## config.mk

```make
export PLATFORM = sky130hd
export DESIGN_NAME = pkg_rr_arb
export DESIGN_NICKNAME = d
export VERILOG_FILES = /design/src/rtl/pkg_rr_pkg.sv /design/src/rtl/rr_arb_core.sv /design/src/rtl/pkg_rr_arb.sv
export SDC_FILE = /design/constraint.sdc
export NUM_CORES = 1
export LEC_CHECK = 0
export CAP_MARGIN = 10
export CELL_PAD_IN_SITES_DETAIL_PLACEMENT = 1
export CELL_PAD_IN_SITES_GLOBAL_PLACEMENT = 1
export CORE_ASPECT_RATIO = 0.5
export CORE_MARGIN = 2
export CORE_UTILIZATION = 25
export CTS_CLUSTER_DIAMETER = 100
export DETAILED_ROUTE_END_ITERATION = 8
export DONT_BUFFER_PORTS = 1
export GPL_ROUTABILITY_DRIVEN = 0
export PLACE_DENSITY = 0.59
export SYNTH_ARGS = -nofsm -noshare
export SYNTH_HDL_FRONTEND = slang
export SYNTH_SLANG_ARGS = --single-unit
```

## constraint.sdc

```tcl
create_clock -name clk -period 3.2 [get_ports clk]
set_input_delay 0.64 -clock clk [delete_from_list [all_inputs] [get_ports clk]]
set_output_delay 0.64 -clock clk [all_outputs]
set_load 0.02 [all_outputs]
```

## src/rtl/pkg_rr_pkg.sv

```systemverilog
// Shared definitions for the packet round-robin port arbiter: port count,
// byte width, index widths and one-hot helpers.
package pkg_rr_pkg;

  localparam int NUM_PORT = 8;
  localparam int DATA_W   = 8;
  localparam int CH_W     = 3;  // holds a channel index for up to 8 channels
  localparam int PORT_W   = 3;  // holds a port index for NUM_PORT ports

  // Index of the set bit of a one-hot port request (0 for an empty vector).
  function automatic logic [PORT_W-1:0] onehot_to_idx(input logic [NUM_PORT-1:0] oh);
    logic [PORT_W-1:0] idx;
    idx = '0;
    for (int i = 0; i < NUM_PORT; i++) begin
      if (oh[i]) idx = idx | PORT_W'(i);
    end
    return idx;
  endfunction

  // True only when exactly one bit of the request is set.
  function automatic logic is_onehot(input logic [NUM_PORT-1:0] v);
    return (v != '0) && ((v & (v - 1'b1)) == '0);
  endfunction

endpackage

```

## src/rtl/rr_arb_core.sv

```systemverilog
// Rotating-priority picker for one output port: returns the first requester
// at or above ptr, wrapping to the lowest requester below it.
// Optional feature macro: PKG_RR_QOS_PRIO_EN (qos=1 requesters form the
// higher class; rotation then applies within that class only).
module rr_arb_core import pkg_rr_pkg::*; #(
  parameter int NUM_CH = 4
) (
  input  logic [NUM_CH-1:0] req,
  input  logic [NUM_CH-1:0] qos,
  input  logic [CH_W-1:0]   ptr,
  output logic [CH_W-1:0]   winner,
  output logic              found
);

  logic [NUM_CH-1:0] pool;
  logic [NUM_CH-1:0] upper;
  logic [NUM_CH-1:0] pick;

`ifdef PKG_RR_QOS_PRIO_EN
  // Narrow the candidates to the qos class when any qos requester exists.
  always_comb pool = (|(req & qos)) ? (req & qos) : req;
`else
  // qos does not influence the choice; it is only forwarded by the top.
  logic unused_qos;
  assign unused_qos = ^qos;
  always_comb pool = req;
`endif

  // Prefer requesters at or above ptr; fall back to the full pool (wrap),
  // then take the lowest set bit of the chosen set.
  always_comb begin
    upper  = pool & ~((NUM_CH'(1) << ptr) - NUM_CH'(1));
    pick   = (|upper) ? upper : pool;
    found  = |pick;
    winner = '0;
    for (int c = NUM_CH - 1; c >= 0; c--) begin
      if (pick[c]) winner = CH_W'(c);
    end
  end

endmodule

```

## src/rtl/pkg_rr_arb.sv

```systemverilog
// Packet round-robin arbiter: NUM_CH read channels each post a one-hot port
// request; every port keeps a registered owner, busy bit and rotation pointer,
// and muxes its owner's byte/flags through combinationally while busy.
// Optional feature macro: PKG_RR_QOS_PRIO_EN (see rr_arb_core).
module pkg_rr_arb import pkg_rr_pkg::*; #(
  parameter int NUM_CH = 4
) (
  input  logic                       clk,
  input  logic                       rst,
  input  logic [NUM_CH*NUM_PORT-1:0] ch_req,
  output logic [NUM_CH*NUM_PORT-1:0] ch_ack,
  input  logic [NUM_CH*DATA_W-1:0]   ch_data,
  input  logic [NUM_CH-1:0]          ch_sop,
  input  logic [NUM_CH-1:0]          ch_eop,
  input  logic [NUM_CH-1:0]          ch_qos,
  output logic [NUM_PORT*DATA_W-1:0] port_data,
  output logic [NUM_PORT-1:0]        port_vld,
  output logic [NUM_PORT-1:0]        port_sop,
  output logic [NUM_PORT-1:0]        port_eop,
  output logic [NUM_PORT-1:0]        port_qos
);

  logic [NUM_CH-1:0]   req_ok;
  logic [PORT_W-1:0]   req_port [NUM_CH];
  logic [NUM_CH-1:0]   owns_any;
  logic [NUM_PORT-1:0] busy;
  logic [CH_W-1:0]     owner [NUM_PORT];

  // Decode each channel's request once: validity and target port.
  for (genvar gi = 0; gi < NUM_CH; gi++) begin : g_ch
    assign req_ok[gi]   = is_onehot(ch_req[gi*NUM_PORT +: NUM_PORT]);
    assign req_port[gi] = onehot_to_idx(ch_req[gi*NUM_PORT +: NUM_PORT]);
  end

  // A channel already holding a port may not win another one, including the
  // port it is finishing on, so a lone requester at eop releases the port.
  always_comb begin
    owns_any = '0;
    for (int c = 0; c < NUM_CH; c++) begin
      for (int p = 0; p < NUM_PORT; p++) begin
        if (busy[p] && owner[p] == CH_W'(c)) owns_any[c] = 1'b1;
      end
    end
  end

  // Ack follows the request only when the channel owns the port it targets.
  always_comb begin
    ch_ack = '0;
    for (int c = 0; c < NUM_CH; c++) begin
      for (int p = 0; p < NUM_PORT; p++) begin
        if (busy[p] && owner[p] == CH_W'(c) && req_ok[c] && ch_req[c*NUM_PORT + p])
          ch_ack[c*NUM_PORT + p] = 1'b1;
      end
    end
  end

  for (genvar gi = 0; gi < NUM_PORT; gi++) begin : g_port
    logic              busy_reg;
    logic [CH_W-1:0]   owner_reg;
    logic [CH_W-1:0]   rr_ptr_reg;
    logic [NUM_CH-1:0] cand;
    logic [CH_W-1:0]   win;
    logic              found;
    logic              owner_eop;
    logic              arb_en;
    logic [DATA_W-1:0] o_data;
    logic              o_sop, o_eop, o_qos;

    // Eligible requesters for this port: valid, targeting it, holding nothing.
    always_comb begin
      cand = '0;
      for (int c = 0; c < NUM_CH; c++) begin
        cand[c] = req_ok[c] && (req_port[c] == PORT_W'(gi)) && !owns_any[c];
      end
    end

    rr_arb_core #(.NUM_CH(NUM_CH)) u_core (
      .req    (cand),
      .qos    (ch_qos),
      .ptr    (rr_ptr_reg),
      .winner (win),
      .found  (found)
    );

    // Owner mux: forward the owner's byte and flags while busy, zeros otherwise.
    always_comb begin
      o_data    = '0;
      o_sop     = 1'b0;
      o_eop     = 1'b0;
      o_qos     = 1'b0;
      owner_eop = 1'b0;
      for (int c = 0; c < NUM_CH; c++) begin
        if (owner_reg == CH_W'(c)) begin
          owner_eop = ch_eop[c];
          if (busy_reg) begin
            o_data = ch_data[c*DATA_W +: DATA_W];
            o_sop  = ch_sop[c];
            o_eop  = ch_eop[c];
            o_qos  = ch_qos[c];
          end
        end
      end
    end

    assign arb_en = !busy_reg || owner_eop;

    // Re-arbitrate when free or on the owner's last beat; the winner takes
    // over next cycle with no bubble, otherwise the port goes idle.
    always_ff @(posedge clk or posedge rst) begin
      if (rst) begin
        busy_reg   <= 1'b0;
        owner_reg  <= '0;
        rr_ptr_reg <= '0;
      end else if (arb_en) begin
        busy_reg <= found;
        if (found) begin
          owner_reg  <= win;
          rr_ptr_reg <= (win == CH_W'(NUM_CH - 1)) ? '0 : win + 1'b1;
        end
      end
    end

    assign busy[gi]                          = busy_reg;
    assign owner[gi]                         = owner_reg;
    assign port_vld[gi]                      = busy_reg;
    assign port_sop[gi]                      = o_sop;
    assign port_eop[gi]                      = o_eop;
    assign port_qos[gi]                      = o_qos;
    assign port_data[gi*DATA_W +: DATA_W]    = o_data;
  end

endmodule

```

* Yosys cells after proc, flatten, opt, wreduce, memory -nomap -nowiden
Index checks and enable logic that the tools add are counted.
** Operators by class
- Add/sub/neg operators :: 20
- Equality and inequality tests :: 60
- Bitwise logic cells :: 20
- Reduce and logical (&&, ||, !) cells :: 228
- Shift operators :: 8
- Multiplexer cells :: 428
** Operators with widths (number)
- $mux 8 :: 64
- $mux 1 :: 292
- $logic_and 1x1->1 :: 164
- $eq 3x2->1 const B :: 32
- $mux 2 :: 40
- $mux 3 :: 24
- $reduce_or 4->1 :: 16
- $eq 3x3->1 const B :: 16
- $eq 3x1->1 const B :: 12
- $logic_not 3->1 :: 12
- $and 4x4->4 :: 8
- $and 8x8->8 :: 4
- $logic_not 8->1 :: 4
- $mux 4 :: 8
- $not 4->4 :: 8
- $reduce_bool 8->1 :: 4
- $shl 1x3->4 const A :: 8
- $sub 4x1->4 const B :: 8
- $sub 8x1->8 const B :: 4
- $add 3x1->3 const B :: 8
- $reduce_and 2->1 :: 8
- $logic_not 1->1 :: 12
- $logic_or 1x1->1 :: 8
** Storage, ports and cells
- Input port bits :: 78
- Output and inout port bits :: 128
- Word-level logic and storage cells :: 788
- Bits in registers :: 56

* Longest topological paths before layout
- Word-level depth :: 21
- Mapped depth :: 12
- Depth with buffers taken out :: 11

* Modules after synthesis
From an unflattened synthesis, not the netlist that was laid out.
** Second synthesis, totals
- Cell total of the unflattened synthesis :: 1092
- Area, all modules :: 8201.6 µm²
** By module, submodules not included
- pkg_rr_arb :: instances 1, cells an instance 804, area each 6299.8 µm², sequential area each 1401.3 µm²
- rr_arb_core :: instances 8, cells an instance 36, area each 237.7 µm², sequential area each 0.0 µm²

* Least setup slack after synthesis
Ideal clock, no wire load.
- Kind :: input to register
- Start :: input port ch_req[12]
- End :: register g_port[3].rr_ptr_reg[1]
- Arrival :: 2854 ps
- Path buffers :: 0
- Stages on the path :: 9
- Required time :: 3072 ps
- Setup slack :: 218 ps
- Setup time :: 128 ps
- Path through :: or4_1 nor2_1 nand2_1 o311a_1 a21o_1 o21ba_4 and2_1 ha_1 mux2_1
** Between the ends
- Word-level cells in the longest chain between the ends :: 16
- Elaborated cells on any way between the ends :: 24
- Classes of those cells :: add/sub: 2; eq/ne: 2; mux: 10; bitwise: 2; reduce/logical: 8
** RTL lines
- from (decl) :: line pkg_rr_arb.sv:10 : input logic [NUM_CH*NUM_PORT-1:0] ch_req,
- parallel branches: the longest is 5 deep, another holds $sub 8x1->8
- $logic_and 1x1->1 (*) (2 in series) :: line pkg_rr_arb.sv:73 : cand[c] = req_ok[c] && (req_port[c] == PORT_W'(gi)) && !owns_any[c];
- $and 4x4->4 :: line rr_arb_core.sv:32 : upper = pool & ~((NUM_CH'(1) << ptr) - NUM_CH'(1));
- $reduce_or 4->1 :: line rr_arb_core.sv:33 : pick = (|upper) ? upper : pool;
- $mux 4 (*) :: line rr_arb_core.sv:33
- $mux 2 (3 in series) :: line rr_arb_core.sv:37 : if (pick[c]) winner = CH_W'(c);
- $mux 2 (*) :: line rr_arb_core.sv:37
- via g_port[3].u_core.winner[1] :: line rr_arb_core.sv:11 : output logic [CH_W-1:0] winner,
- $add 3x1->3 or $eq 3x2->1 (tied branches) :: line pkg_rr_arb.sv:118 : rr_ptr_reg <= (win == CH_W'(NUM_CH - 1)) ? '0 : win + 1'b1;
- $mux 3 (*) :: line pkg_rr_arb.sv:118
- to (signal assigned) :: line pkg_rr_arb.sv:118
- to (decl) :: line pkg_rr_arb.sv:60 : logic [CH_W-1:0] rr_ptr_reg;
Mark *: on every way through the listed nets, which the timed path passes.
A chain may end at the register's enable or synchronous reset.

* Worst setup path after layout
- Start :: input port ch_req[16]
- End :: output port ch_ack[20]
** Between the ends
- Word-level cells in the longest chain between the ends :: 7
- Elaborated cells on any way between the ends :: 8
- Classes of those cells :: add/sub: 1; mux: 1; bitwise: 1; reduce/logical: 5
** RTL lines
- $sub 8x1->8 :: line pkg_rr_pkg.sv:22 : return (v != '0) && ((v & (v - 1'b1)) == '0);
- $and 8x8->8 :: line pkg_rr_pkg.sv:22
- $logic_not 8->1 :: line pkg_rr_pkg.sv:22
- $logic_and 1x1->1 (*) :: line pkg_rr_pkg.sv:22
- $logic_and 1x1->1 (*) (2 in series) :: line pkg_rr_arb.sv:51 : if (busy[p] && owner[p] == CH_W'(c) && req_ok[c] && ch_req[c*NUM_PORT + p])
- $mux 1 (*) :: line pkg_rr_arb.sv:51
- to (decl) :: line pkg_rr_arb.sv:11 : output logic [NUM_CH*NUM_PORT-1:0] ch_ack,
Mark *: on every way between the ends. The rest lies on a longest branch, timed or not.

==> results.py <==
metrics = {
    "run_status": {
        "status": "finished, final reports clean",
    },
    "timing": {
        "worst_slew_margin_rel_pct": 44.1,
        "fin_crit_sh_pct": 94.8,
        "whs_ns": 0.359,
        "fmaxAchievable_ghz": 0.329,
        "tightestPinTransition_ns": 0.833,
        "setup_viol": 0,
        "report.final.slew_viol_count": 0,
        "setup_tns_ns": 0,
        "hold_viol": 0,
        "period_minus_slack_ns": 3.04,
        "rsz0062_at_grt": "false",
        "skew_ns": 0.00525,
    },
    "drt": {
        "drtIter0Drc": 657,
        "firstDrtPassIters": 5,
        "num_vias": 7390,
        "antenna_left": 0,
        "vias_per_cell": 6.04,
        "wl_per_cell_um": 26.6,
        "drt-total-wl_mm": 32.5,
        "drc": 0,
    },
    "floorplanning": {
        "pin_count": 206,
        "die_w_um": 250,
        "dieArea_um2": 31800,
        "core_um2": 29400,
        "die_height_um": 127,
        "start_util_pct": 25.7,
        "rows": 44,
    },
    "min_path": {
        "hp-class": "input port to async pin",
    },
    "clock_network": {
        "clock-sinks": 40,
        "clockBufferDepth": 2,
        "insertion_delay_ns": 0.30,
        "htreeDepth": 2,
        "clk_pin_slew_ns": 0.06,
        "clockRootBuffer": "clkbuf_16",
        "cts_made_buffers": 5,
        "tritoncts": "built",
    },
    "power_and_ir_drop": {
        "clkPwrFrac_pct": 21.6,
        "finalPower_uw": 2970,
        "p_leak_uw": 0.00348,
        "power_frac_seq_pct": 23.1,
        "combPwrFrac_pct": 55.3,
        "peakVddDrop_mv": 0.179,
        "power.density_nw_per_um2": 356,
        "intPower_uw": 1750,
        "switching_share_pct": 41.0,
        "p_switching_uw": 1220,
    },
    "global_route": {
        "grt_max_degree": 41,
        "grt_pass1_wl_mm": 48.0,
        "grt_usage_pct": 19.8,
        "antenna_found_initial": 0,
        "overflow": 0,
        "grt_pass1_vias": 7521,
    },
    "cells_and_area": {
        "ff_latch_area_um2": 1000,
        "multi_input_area_um2": 6010,
        "fin_area_um2": 8330,
        "nFillCells": 3444,
        "drive_gt1_share_pct": 23.6,
        "diodes": 0,
        "fin_nets": 945,
        "finalNonFillerCells": 1223,
        "syn_to_final_growth_pct": 10.1,
    },
    "synth": {
        "synth_top_area_share_pct": 26.2,
        "avgSynthCellArea_um2": 9.06,
        "ys_async_sr_fraction_pct": 100,
        "yosysUniqueCellTypes": 82,
        "synth-edff-count": 0,
        "syn-cell-area_um2": 7570,
        "ys_seq_area_share_pct": 13.2,
        "synth_most_common_cell": "and2_1",
        "ys_top_cells_by_count": "96 x and2_1, 88 x mux4_2, 49 x nor2_1",
        "synthTopCellsByArea": "mux4_2 26%, dfrtp_1 13%, and2_1 7.9%",
        "ys_ff_latch": 40,
        "syn_nets": 949,
        "syn_inst": 835,
        "yosysTopAreaCell": "mux4_2",
        "yosys_warnings": 0,
        "synth_flop_cell": "dfrtp_1",
    },
    "critical_path": {
        "crit_chain": "or4_4, a2111oi_1, buf_4, a211oi_2, nor2_2, and3_1",
        "crit_path_end_kind": "primary output",
        "path_class": "input port to primary output",
        "max_stage_delay_ns": 0.55,
        "startpoint_type": "input port",
        "cp_slowest_cell": "or4_4",
        "cp_max_fo": 8,
        "required_ns": 2.56,
        "arrival_ns": 2.40,
    },
    "placement": {
        "postPlaceCellArea_um2": 8120,
        "dp_hpwl_mm": 26.0,
        "io_buffers": 0,
        "dpl.cell_count": 1214,
    },
    "flow_run": {
        "cap_violations": 0,
    },
}
-- routing by layer --
metal | global-route usage, % | wire (um)
met1 | 25.3 | 14000
met2 | 33.4 | 15200
met3 | 4.30 | 2280
met4 | 7.04 | 1050
met5 | 0 | 0
-- cells in the final DEF, fill, tap and decap left out, drive strengths merged, types with 4 or more instances in the layout --
cell type | synthesis | layout
a211o | 4 | 4
a211oi | 7 | 7
a21o | 7 | 7
a21oi | 39 | 39
a31oi | 9 | 9
and2 | 98 | 98
and3 | 43 | 43
and3b | 16 | 16
and4 | 5 | 5
buf | 52 | 65
clkbuf | 24 | 7
dfrtp | 40 | 40
ha | 36 | 36
inv | 42 | 41
mux2 | 6 | 6
mux4 | 88 | 88
nand2 | 34 | 34
nand2b | 13 | 13
nand3 | 30 | 30
nand4 | 16 | 16
nand4b | 10 | 10
nor2 | 50 | 50
nor2b | 6 | 6
nor3 | 19 | 19
nor3b | 13 | 13
nor4 | 16 | 16
o2111ai | 5 | 5
o21a | 7 | 7
o21ai | 23 | 23
o22a | 4 | 4
o22ai | 7 | 7
o31ai | 7 | 7
or3 | 4 | 4
or4 | 8 | 8
-- per-stage QoR --
stage | utilization [%] | setup slack (ns)
2_1_floorplan | - | 0.218
3_3_place_gp | 27.6 | 0.0939
3_5_place_dp | 27.6 | 0.0521
4_1_cts | 28.2 | 0.0270
5_1_grt | 28.3 | 0.0104
6_report | 28.3 | 0.165
-- power groups by stage --
stage               sequential, uW  clock [uW]  combinational [uW]
floorplan                      668           0                1210
global route                   701         674                1760
CTS                            685         654                1640
global placement               687           0                1600
finish                         686         641                1640
detailed placement             695           0                1630
-- timing repair --
item                       in CTS  in global routing
buffers inserted                0                  1
gates resized for setup         0                  4
setup endpoints to repair       0                 13
hold buffers                    0                  0
-- area by class of cell --
class | count | area share, %
clock inverter | 1 | 0.361
inverter | 42 | 1.89
clock buffer | 7 | 1.83
multi-input combinational | 677 | 72.2
sequential | 40 | 12.0
tap | 391 | 5.87
timing repair buffer | 65 | 5.86
-- worst paths after layout --
| kind | from | to | cells after the start | slack [ns] |
|---|---|---|---|---|
| worst max-delay path | ch_req[16] | ch_ack[20] | 6 | 0.16 |
| worst min-delay path | rst | g_port[5].rr_ptr_reg[0] | 2 | 0.36 |
| worst max register to register | g_port[6].busy_reg | g_port[3].rr_ptr_reg[1] | 11 | 0.19 |
| worst min register to register | g_port[3].rr_ptr_reg[1] | g_port[3].rr_ptr_reg[1] | 1 | 0.52 |
| max in group asynchronous | rst | g_port[3].owner_reg[0] | 2 | 2.45 |
| min in group clk | g_port[3].rr_ptr_reg[1] | g_port[3].rr_ptr_reg[1] | 1 | 0.52 |
-- critical path, delay by kind of cell --
family          cells  cell delay [ns]
simple gates        3             1.17
compound gates      2             0.40
buf+inv             1             0.19
-- cell families (layout without fill, tap and decap cells) --
logic type / after synthesis / after routing / share of synthesized area (%)
buffers and inverters: 118 / 115 / 7.65
xor gates and xnor gates: 4 / 4 / 0.463
AOI/OAI and AO/OA: 154 / 154 / 14.6
muxes: 94 / 94 / 27.1
and+or+nand+nor: 389 / 389 / 31.0
DFF: 40 / 40 / 13.2
adders and majority gates: 36 / 36 / 5.95
Note: power is estimated with default switching activity, not from simulation.
